--- src/rtl/mem_unit_if.sv ---
// Control-unit <-> memory bus: read request/response, program-load stream and status.
// The master drives requests and load words; the slave (mem_unit) returns data and status.
interface mem_unit_if;
    logic       rd_req;
    logic [7:0] mar;
    logic [7:0] mbr;
    logic       rd_ack;
    logic       addr_err;
    logic       ld_valid;
    logic [7:0] ld_data;
    logic       ld_ready;
    logic       ld_done;
    logic       busy;

    modport master (
        output rd_req, mar, ld_valid, ld_data,
        input  mbr, rd_ack, addr_err, ld_ready, ld_done, busy
    );

    modport slave (
        input  rd_req, mar, ld_valid, ld_data,
        output mbr, rd_ack, addr_err, ld_ready, ld_done, busy
    );
endinterface

--- src/rtl/mem_unit.sv ---
// Program memory: streamed load of MEM_DEPTH bytes, then edge-triggered reads answered READ_LAT+1 cycles after detection.
// Load accepts a word every cycle ld_valid is high while ld_ready; read edges arriving while busy are dropped, not queued.
module mem_unit #(
    parameter int MEM_DEPTH = 9,
    parameter int READ_LAT  = 2
) (
    input  logic       clk,
    input  logic       rst_n,
    mem_unit_if.slave  bus
);

    localparam int PTR_W = (MEM_DEPTH > 1) ? $clog2(MEM_DEPTH) : 1;

    typedef enum logic [1:0] {
        ST_LOAD = 2'd0,
        ST_IDLE = 2'd1,
        ST_WAIT = 2'd2,
        ST_RESP = 2'd3
    } state_t;

    state_t           state_q, state_d;
    logic [PTR_W-1:0] ld_ptr_q, ld_ptr_d;
    logic [7:0]       addr_q, addr_d;
    logic [2:0]       cnt_q, cnt_d;
    logic [7:0]       mbr_q, mbr_d;
    logic             rd_req_q;
    logic [7:0]       mem_q [MEM_DEPTH];

    logic             rd_rise;
    logic             addr_ok;
    logic [7:0]       rd_word;
    logic             ld_we;

    assign rd_rise = bus.rd_req & ~rd_req_q;
    assign addr_ok = (32'(addr_q) < 32'(MEM_DEPTH));
    assign rd_word = addr_ok ? mem_q[addr_q[PTR_W-1:0]] : 8'h00;
    assign ld_we   = (state_q == ST_LOAD) && bus.ld_valid;

    always_comb begin
        state_d  = state_q;
        ld_ptr_d = ld_ptr_q;
        addr_d   = addr_q;
        cnt_d    = cnt_q;
        mbr_d    = mbr_q;
        case (state_q)
            ST_LOAD: begin
                if (bus.ld_valid) begin
                    // Pointer parks on the last address so it can never wrap.
                    if (ld_ptr_q == PTR_W'(MEM_DEPTH - 1)) begin
                        state_d = ST_IDLE;
                    end else begin
                        ld_ptr_d = ld_ptr_q + 1'b1;
                    end
                end
            end
            ST_IDLE: begin
                if (rd_rise) begin
                    addr_d  = bus.mar;
                    cnt_d   = 3'(READ_LAT);
                    state_d = ST_WAIT;
                end
            end
            ST_WAIT: begin
                cnt_d = cnt_q - 1'b1;
                if (cnt_q == 3'd1) begin
                    state_d = ST_RESP;
                    mbr_d   = rd_word;
                end
            end
            ST_RESP: begin
                state_d = ST_IDLE;
            end
            default: begin
                state_d = ST_LOAD;
            end
        endcase
    end

    always_ff @(posedge clk or negedge rst_n) begin
        if (!rst_n) begin
            state_q  <= ST_LOAD;
            ld_ptr_q <= '0;
            addr_q   <= 8'h00;
            cnt_q    <= 3'd0;
            mbr_q    <= 8'h00;
            rd_req_q <= 1'b0;
            for (int i = 0; i < MEM_DEPTH; i++) begin
                mem_q[i] <= 8'h00;
            end
        end else begin
            state_q  <= state_d;
            ld_ptr_q <= ld_ptr_d;
            addr_q   <= addr_d;
            cnt_q    <= cnt_d;
            mbr_q    <= mbr_d;
            rd_req_q <= bus.rd_req;
            if (ld_we) begin
                mem_q[ld_ptr_q] <= bus.ld_data;
            end
        end
    end

    // mbr is loaded on the WAIT->RESP edge so it is valid alongside rd_ack.
    assign bus.mbr      = mbr_q;
    assign bus.rd_ack   = (state_q == ST_RESP);
    assign bus.addr_err = (state_q == ST_RESP) && !addr_ok;
    assign bus.ld_ready = (state_q == ST_LOAD);
    assign bus.ld_done  = (state_q != ST_LOAD);
    assign bus.busy     = (state_q != ST_IDLE);

endmodule

--- src/flat_wrapper.sv ---
// flat-port wrapper written by rule: the top's interface ports become plain ports
module mem_unit_flat 
#(
    parameter int MEM_DEPTH = 9,
    parameter int READ_LAT  = 2
)
  (clk, rst_n, bus_rd_req, bus_mar, bus_ld_valid, bus_ld_data, bus_mbr, bus_rd_ack, bus_addr_err, bus_ld_ready, bus_ld_done, bus_busy);
  mem_unit_if bus_i ();
  input  logic clk;
  input  logic rst_n;
  input wire logic [$bits(bus_i.rd_req)-1:0] bus_rd_req;
  input wire logic [$bits(bus_i.mar)-1:0] bus_mar;
  input wire logic [$bits(bus_i.ld_valid)-1:0] bus_ld_valid;
  input wire logic [$bits(bus_i.ld_data)-1:0] bus_ld_data;
  output wire logic [$bits(bus_i.mbr)-1:0] bus_mbr;
  output wire logic [$bits(bus_i.rd_ack)-1:0] bus_rd_ack;
  output wire logic [$bits(bus_i.addr_err)-1:0] bus_addr_err;
  output wire logic [$bits(bus_i.ld_ready)-1:0] bus_ld_ready;
  output wire logic [$bits(bus_i.ld_done)-1:0] bus_ld_done;
  output wire logic [$bits(bus_i.busy)-1:0] bus_busy;
  assign bus_i.rd_req = bus_rd_req;
  assign bus_i.mar = bus_mar;
  assign bus_i.ld_valid = bus_ld_valid;
  assign bus_i.ld_data = bus_ld_data;
  assign bus_mbr = bus_i.mbr;
  assign bus_rd_ack = bus_i.rd_ack;
  assign bus_addr_err = bus_i.addr_err;
  assign bus_ld_ready = bus_i.ld_ready;
  assign bus_ld_done = bus_i.ld_done;
  assign bus_busy = bus_i.busy;
  mem_unit #(.MEM_DEPTH(MEM_DEPTH), .READ_LAT(READ_LAT)) u_core (.clk(clk), .rst_n(rst_n), .bus(bus_i));
endmodule
--- config.mk ---
export PLATFORM = sky130hd
export DESIGN_NAME = mem_unit_flat
export DESIGN_NICKNAME = d
export VERILOG_FILES = /design/src/rtl/mem_unit_if.sv /design/src/rtl/mem_unit.sv /design/src/flat_wrapper.sv
export SDC_FILE = /design/constraint.sdc
export NUM_CORES = 1
export LEC_CHECK = 0
export BUFFER_PORTS_ARGS = -buffer_cell sky130_fd_sc_hd__clkbuf_2
export CAP_MARGIN = 20
export CELL_PAD_IN_SITES_DETAIL_PLACEMENT = 1
export CELL_PAD_IN_SITES_GLOBAL_PLACEMENT = 1
export CORE_MARGIN = 4
export CORE_UTILIZATION = 56
export CTS_BUF_LIST = sky130_fd_sc_hd__clkbuf_8
export CTS_CLUSTER_DIAMETER = 100
export DETAILED_ROUTE_END_ITERATION = 10
export HOLD_SLACK_MARGIN = 0.1
export PLACE_DENSITY = 0.93
export SYNTH_ARGS = -nofsm -noshare
export SYNTH_HDL_FRONTEND = slang
export SYNTH_SLANG_ARGS = --single-unit
--- constraint.sdc ---
create_clock -name clk -period 3.3 [get_ports clk]
set_input_delay 0.33 -clock clk [delete_from_list [all_inputs] [get_ports clk]]
set_output_delay 0.33 -clock clk [all_outputs]
set_load 0.01 [all_outputs]
Yosys cells after proc, flatten, opt, wreduce, memory -nomap -nowiden
Index checks and enable logic that the tools add are counted. Widths: inputs -> output; s select.

Bits in registers: 98. Input bits: 20. Word-level logic and storage cells: 62.

$add $sub $neg: 2. $lt $le $gt $ge: 4. Equal/unequal tests: 10. Muxes and demuxes: 14. Bitwise logic cells: 5. Reductions and logical operators: 12.

Operators by type and width (count): $bwmux 72 (1); $bmux 8 s4 (1); $demux 8 s4 (1); $mux 8 (4); $ge 5x5->1 const B (2); $not 4->5 (2); $lt 8x4->1 const B (1); $mux 2 (4); $ne 2x1->1 const B (4); $pmux 2 s4 (1); $pmux 3 s2 (1); $reduce_and 2->1 (3); $lt 5x1->1 const B (1); $add 4x1->4 const B (1); $eq 2x2->1 const B (2); $eq 4x4->1 const B (1); $reduce_and 4->1 (1); $reduce_bool 2->1 (2); $eq 3x1->1 const B (1); $logic_and 1x1->1 (3); $mux 3 (1); $reduce_and 3->1 (1); $sub 3x1->3 const B (1); $eq 2x1->1 const B (1); other kinds (5) (6).

Depth between registers and ports, before layout
Gate-level depths: netlist (run 1).

Depth in word-level cells: 6. Gate-level depth with buffers: 8.

Worst setup path before layout (run 1)
OpenSTA, ideal clock, no wires.

Kind: register -> register. Start: reg u_core.state_q[0]. End: reg u_core.mem_q[40] in the netlist's numbering. Setup time: 0.125 ns. Arrival: 1.617 ns. Setup slack: 1.558 ns. Stages on the path, launching flop included: 7. Buffers on the path: 1. Clock period less this slack: 1.742 ns. Cell sequence: dfrtp_1 inv_1 ha_1 and4bb_2 buf_4 nand2_2 mux2_2.

Longest elaborated chain between the ends: 2.

Ends and longest elaborated chain: from (decl) (RTL line mem_unit.sv:21) `state_t state_q, state_d;`; from (signal assigned) (RTL line mem_unit.sv:91) `state_q <= state_d;`; $logic_not 2->1; net bus_ld_ready (RTL line flat_wrapper.sv:18) `output wire logic [$bits(bus_i.ld_ready)-1:0] bus_ld_ready;`; $logic_and 1x1->1 (RTL line mem_unit.sv:37) `assign ld_we = (state_q == ST_LOAD) && bus.ld_valid;`; to (signal, indexed assignment) (RTL line mem_unit.sv:98) `mem_q[ld_ptr_q] <= bus.ld_data;`; to (decl) (RTL line mem_unit.sv:27) `logic [7:0] mem_q [MEM_DEPTH];`.

The timed path passes the listed nets, and every way through them passes these cells. A chain may end at the register's enable or synchronous reset.

Worst setup path after layout (run 1)
Start: reg u_core.addr_q[7]. End: out bus_addr_err.

Longest elaborated chain between the ends: 3.

Ends and longest elaborated chain: from (decl) (RTL line mem_unit.sv:23) `logic [7:0] addr_q, addr_d;`; from (signal assigned) (RTL line mem_unit.sv:93) `addr_q <= addr_d;`; $lt 8x4->1 (RTL line mem_unit.sv:35) `assign addr_ok = (32'(addr_q) < 32'(MEM_DEPTH));`; $logic_not 1->1 (RTL line mem_unit.sv:106) `assign bus.addr_err = (state_q == ST_RESP) && !addr_ok;`; $logic_and 1x1->1 (RTL line mem_unit.sv:106); to (decl) (RTL line flat_wrapper.sv:17) `output wire logic [$bits(bus_i.addr_err)-1:0] bus_addr_err;`.

Every way passes these cells.

==> results of run 1 <==
[cell usage in the layout, fill, tap and decap left out, types with 5 or more instances in the layout]
cell type  count
buf_4          5
clkbuf_2      31
mux4_1         8
inv_1         16
nand4_1       14
nand2_2        8
dfrtp_1       98
mux4_2         8
ha_1          11
mux2_1        13
clkbuf_8      10
mux2_2        69
o2111ai_1      7
nand2_1       11
[cells in the mapped netlist (2+ instances only)]
library cell,number,share of area (%)
nand3b_1,4,0.65
buf_2,5,0.54
mux4_1,8,4.5
mux2_2,69,17
nand4_1,14,1.9
nand2b_1,4,0.54
nor3_1,2,0.22
nand3_1,4,0.43
o2111ai_1,7,1.3
inv_1,16,1.3
nand2_2,8,1.1
nor2b_1,2,0.27
nand2_1,11,0.89
xnor2_1,2,0.38
mux4_2,8,3.9
clkbuf_1,2,0.16
dfrtp_1,98,53
mux2_1,13,3.2
mux2i_1,3,0.65
buf_4,2,0.32
ha_1,11,3.0
nor2_1,2,0.16
a21oi_1,2,0.22
[power by group through the flow]
stage	logic, uW	registers, uW	clock network, uW
6_report	1380	2020	953
2_1_floorplan	1100	1840	0
4_1_cts	1390	2010	959
3_5_place_dp	1380	2030	0
3_3_place_gp	1260	1950	0
5_1_grt	1500	2070	1020
[cell families after synthesis]
kind of cell               count (synthesis)
xor gates and xnor gates                   3
buffers and inverters                     28
adders and majority gates                 11
DFF                                       98
muxes                                    101
AOI/OAI and AO/OA                         17
and+or+nand+nor                           59
[worst paths after layout]
| path | start | end | slack (ns) | depth (start not counted) |
|---|---|---|---|---|
| worst max-delay path | u_core.addr_q[7] | bus_addr_err | 0.88 | 3 |
| worst min-delay path | bus_mar[2] | u_core.addr_q[2] | 0.18 | 2 |
| worst max register to register | u_core.state_q[0] | u_core.bus.mbr[1] | 1.13 | 5 |
| worst min register to register | u_core.mem_q[45] | u_core.mem_q[45] | 0.50 | 1 |
| max in group asynchronous | rst_n | u_core.mem_q[45] | 1.99 | 3 |
| min in group asynchronous | rst_n | u_core.ld_ptr_q[3] | 0.50 | 2 |
[layer usage]
| metal | part of all wire [%] | routed length (um) | global-route usage, % | vias to the layer above |
|---|---|---|---|---|
| met5 | 0 | 0 | 0 | - |
| met4 | 2.6 | 301 | 11.1 | 0 |
| met3 | 2.6 | 305 | 3.82 | 18 |
| met2 | 53 | 6200 | 45.7 | 69 |
| met1 | 41 | 4800 | 30.9 | 1561 |
| li1 | - | - | - | 1257 |
[per-stage QoR]
step           cell area (um2)  power, uW
4_1_cts                   5130       4360
3_3_place_gp              4860       3210
3_5_place_dp              4860       3400
5_1_grt                   5130       4590
6_report                  5130       4350
2_1_floorplan             4620       2950
[flip-flops by register name, summed over array words and instances, names as in the netlist]
register	count
u_core.cnt_q	3
u_core.bus.mbr	8
u_core.addr_q	8
u_core.mem_q	72
u_core.ld_ptr_q	4
u_core.rd_req_q	1
u_core.state_q	2
[cell type report]
| type | instances | area, um2 | share of cell area [%] |
|---|---|---|---|
| clock buffer | 10 | 138 | 2.68 |
| clock inverter | 6 | 113 | 2.20 |
| inverter | 16 | 60.1 | 1.17 |
| multi-input combinational | 191 | 2020 | 39.5 |
| sequential | 98 | 2450 | 47.8 |
| tap | 102 | 128 | 2.49 |
| timing repair buffer | 38 | 213 | 4.15 |
[repair_timing]
action	in CTS	in global routing
endpoints found under the hold margin	47	0
setup buffers	0	0
hold buffers	2	0
==> run_results.csv, run 1 <==
group,metric,value,unit
clock_network,cts_resized,0,
critical_path,critical_path_class,"flip-flop to output port",
timing,worst_pin_slew,0.979,ns
power_and_ir_drop,powerDensity,848,nW/um2
power_and_ir_drop,clock_power_share,21.9,%
critical_path,cp.arrival,2.09,ns
grt,overflow,0,
logic_synthesis,ys_warn_count,0,
worst_hold_path,hold_class,"input port to flip-flop",
clock_network,root_buffer,"clkbuf_8",
route,vias,2905,
placed_design,hpwl,8060,um
power_and_ir_drop,power_frac_seq,46.4,%
timing,report.final.slew_viol_count,0,
timing,fmax,414,MHz
placed_design,io_buffers,32,
cells_and_area,fill_cells,740,
power_and_ir_drop,pwr-share-comb,31.7,%
die,start_util,58.6,%
grt,antenna_found_initial,0,
cells_and_area,drive_gt1_share,39.6,%
critical_path,path_buf_inv,1,
power_and_ir_drop,intPower,2900,uW
logic_synthesis,synthXorXnorAreaFrac,0.569,%
logic_synthesis,ys_types,43,
critical_path,start_kind,"flip-flop",
cells_and_area,final_nets,385,
power_and_ir_drop,p_leak,0.00245,uW
grt,grt_pass1_wl,18800,um
cells_and_area,diodes,0,
die,die_area,9770,um2
grt,grt_max_degree,49,
die,die_w,98.8,um
grt,grt_pass1_vias,3321,
cells_and_area,stdcell_count,461,
clock_network,clock-sinks,98,
grt,track_usage,25.7,%
critical_path,worstPathRequired,2.97,ns
timing,setup_viol,0,
flow_run,maxCapViolCount,0,
route,wl_per_cell,25.2,um
die,pin_count,33,
route,vias_per_cell,6.30,
timing,max_slew_margin,34.2,%
die,die_h,98.8,um
timing,fin_setup_tns,0,ns
logic_synthesis,syn_nets,348,
logic_synthesis,netlist_instances,317,
timing,timing.hold.ws,0.184,ns
timing,finalCritPeriodShare,73.2,%
logic_synthesis,synthSimpleGateAreaFrac,8.29,%
logic_synthesis,synth_ff_type,"dfrtp_1",
critical_path,critPathSlowestCell,"nor4_4",
clock_network,clk_pin_slew_worst_paths,0.10,ns
clock_network,cts_max_level,3,
route,drt_wl_total,11600,um
logic_synthesis,synth_edf_count,0,
logic_synthesis,synth_compound_area_share,2.90,%
power_and_ir_drop,switching_share,33.3,%
logic_synthesis,synth_seq_cells,98,
clock_network,numCtsBuffers,9,
outcome,status,"finished, final reports clean",
timing,min_period,2.42,ns
timing,fin_skew,0.00945,ns
die,rows,32,
critical_path,cp_max_fo,17,
logic_synthesis,ys_seq_area_share,53.1,%
critical_path,cp-end-kind,"output port",
timing,rsz0062_at_grt,"no",
cells_and_area,syn_to_final_growth,11.0,%
route,drt_iter0_markers,160,
route,dr.pass1.iters,4,
logic_synthesis,avgSynthCellArea,14.6,um2
cells_and_area,fin_util,65.0,%
timing,hold_viol_final,0,
critical_path,crit_family,"simple AND/OR/NAND/NOR gates",
critical_path,path_cells,"nor4_4 > a21boi_0 > clkbuf_2",
route,drc,0,
logic_synthesis,synthAdderAreaFrac,2.98,%
power_and_ir_drop,vdd.ir_drop.worst,0.348,mV
critical_path,max_stage_delay,0.88,ns
logic_synthesis,synthArstFlopShare,100,%
timing,layout_setup_ws,0.884,ns
power_and_ir_drop,netSwitchingPower,1450,uW
placed_design,dp_cells,443,
route,ant_nets,0,
logic_synthesis,synthMuxAreaShare,29.1,%
logic_synthesis,synth_top_family_by_area,"multiplexers",
die,core-area,7890,um2
clock_network,cts_max_path_buffers,2,
placed_design,post-place-ws,1.17,ns
logic_synthesis,syn_area,4620,um2
clock_network,cts_tree,"done",
placed_design,gp_congestion,0.750,
clock_network,insertion_delay,0.37,ns
Note: power is estimated with default switching activity, not from simulation.
==> inputs of run 2 (changes only) <==
CORE_UTILIZATION = 52   (was 56)
PLACE_DENSITY = 0.87   (was 0.93)
clock period = 2.3 ns   (was 3.3 ns; I/O delays follow)
==> run 2 against run 1 <==
Critical path depth grew 1. Final area is 0.98% higher. Die area grew 7.1%. Clock power rose by 25%. Sequential cell count unchanged. Non-clock buffer count up 9. Critical path type unchanged. Largest cell class unchanged.
==> run_results.csv, run 2 (same netlist as run 1, synthesis figures left out) <==
group,metric,value,unit
outcome,status,"finished, final reports clean",
timing,finalCritPeriodShare,92.6,%
die,die_w,102,um
cells_and_area,drive_gt1_share,38.7,%
cells_and_area,largest_reg_flops,72,
timing,rsz0062_at_grt,"no",
route,drc,0,
die,rows,34,
cells_and_area,multiInputGateArea,2020,um2
critical_path,path_cells,"nor3_2 > nand2b_1 > a21boi_0 > clkbuf_2",
route,vias_per_cell,6.08,
timing,worst_pin_slew,0.855,ns
power_and_ir_drop,p_leak,0.00246,uW
placed_design,dp_cells,451,
route,drt_wl_total,10900,um
die,start_util,53.2,%
cells_and_area,fin_util,59.7,%
critical_path,critPathSlowestCell,"dfrtp_1",
clock_network,cts_max_path_buffers,2,
die,core-area,8680,um2
cells_and_area,final_nets,394,
route,dr.pass1.iters,4,
route,ant_nets,0,
grt,grt_pass1_vias,3144,
placed_design,gp_congestion,0.746,
timing,fmax,469,MHz
clock_network,cts_max_level,3,
clock_network,insertion_delay,0.36,ns
cells_and_area,layout_commonest_cell,"dfrtp_1",
critical_path,cp_max_fo,18,
grt,track_usage,22.6,%
power_and_ir_drop,vdd.ir_drop.worst,0.470,mV
critical_path,start_kind,"flip-flop",
clock_network,cts_resized,0,
critical_path,max_stage_delay,0.90,ns
worst_hold_path,hold_class,"input port to flip-flop",
placed_design,hpwl,7460,um
power_and_ir_drop,powerDensity,1160,nW/um2
cells_and_area,fill_cells,838,
critical_path,worstPathRequired,2.07,ns
timing,min_period,2.13,ns
cells_and_area,seqCellArea,2450,um2
clock_network,clk_pin_slew_worst_paths,0.09,ns
clock_network,numCtsBuffers,9,
critical_path,cp.arrival,1.90,ns
timing,fin_skew,0.00624,ns
cells_and_area,largest_register,"u_core.mem_q",
route,wl_per_cell,23.0,um
route,vias,2887,
cells_and_area,syn_to_final_growth,12.0,%
die,pin_count,33,
clock_network,post_cts_buffers,0,
route,drt_iter0_markers,101,
cells_and_area,layout_common_cells,"98 x dfrtp_1, 69 x mux2_2, 31 x clkbuf_2, 17 x inv_1, 14 x nand4_1",
cells_and_area,diodes,0,
grt,grt_pass1_wl,17400,um
grt,grt_max_degree,58,
grt,antenna_found_initial,0,
timing,fin_setup_tns,0,ns
timing,max_slew_margin,43.0,%
clock_network,cts_tree,"done",
grt,overflow,0,
timing,report.final.slew_viol_count,0,
timing,hold_viol_final,0,
die,die_h,102,um
critical_path,critical_path_class,"flip-flop to output port",
flow_run,maxCapViolCount,0,
clock_network,clock-sinks,98,
critical_path,cp-end-kind,"output port",
die,die_area,10500,um2
cells_and_area,stdcell_count,475,
timing,setup_viol,0,
clock_network,root_buffer,"clkbuf_8",
placed_design,io_buffers,32,
==> run 2: cell count changes in the layout (fill, tap and decap cells not counted) <==
cell and delta:
inv_1 +1, dlygate4sd3_1 +7, clkbuf_8 -1, clkinvlp_4 +2
inv_6 -1, clkinv_4 -1, bufinv_16 -1, buf_4 +2
==> run 2: critical path, delay by kind of cell, from the launching register on <==
family / cells / cell delay (ns)
compound gates: 1 / 0.16
buf+inv: 1 / 0.15
flops: 1 / 0.90
simple gates: 2 / 0.32
==> run 2: stage by stage <==
stage	setup WS [ns]	power, uW	hold WS [ns]	instance area (um2)
after floorplan	0.558	4230	-0.0656	4620
after global placement	0.390	4610	0.324	4880
after detailed placement	0.283	4830	0.339	4880
after CTS	0.150	6030	0.100	5170
after global routing	0.0503	6340	0.105	5180
final	0.170	5990	0.108	5180
==> run 2: path summary, 6_finish.rpt <==
path	startpoint	end	slack [ns]	cells past startpoint
hold reg to reg	u_core.mem_q[14]	u_core.mem_q[14]	0.50	1
max in group asynchronous	rst_n	u_core.mem_q[62]	1.07	3
hold / removal	bus_mar[1]	u_core.addr_q[1]	0.11	2
min in group asynchronous	rst_n	u_core.state_q[0]	0.49	2
setup reg to reg	u_core.state_q[0]	u_core.mem_q[3]	0.23	5
setup / recovery	u_core.addr_q[1]	bus_addr_err	0.17	4
==> run 2: timing repair <==
item / 4_1_cts / 5_1_grt
hold buffers: 8 / 1
hold endpoints to repair: 61 / 1
setup endpoints to repair: 0 / 0
==> run 2: report_power, final <==
group	total [uW]	internal (uW)	switching (uW)	leakage, uW
logic	1960	1060	900	0.00108
registers	2840	2340	493	0.00129
clock network	1190	601	590	0.000103
==> run 2: metal layers <==
layer	routed length (um)	vias up	GRT usage (%)
met5	0	-	0
met4	330	0	10.5
met3	365	27	4.16
met2	5670	63	39.1
met1	4560	1532	27.5
li1	-	1265	-
==> run 2: layout make-up <==
| class | instances | area share (%) |
|---|---|---|
| Sequential cell | 98 | 47.4 |
| Multi-Input combinational cell | 191 | 39.1 |
| Timing Repair Buffer | 47 | 5.75 |
| Tap cell | 108 | 2.61 |
| Clock buffer | 9 | 2.39 |
| Clock inverter | 6 | 1.62 |
| Inverter | 16 | 1.16 |
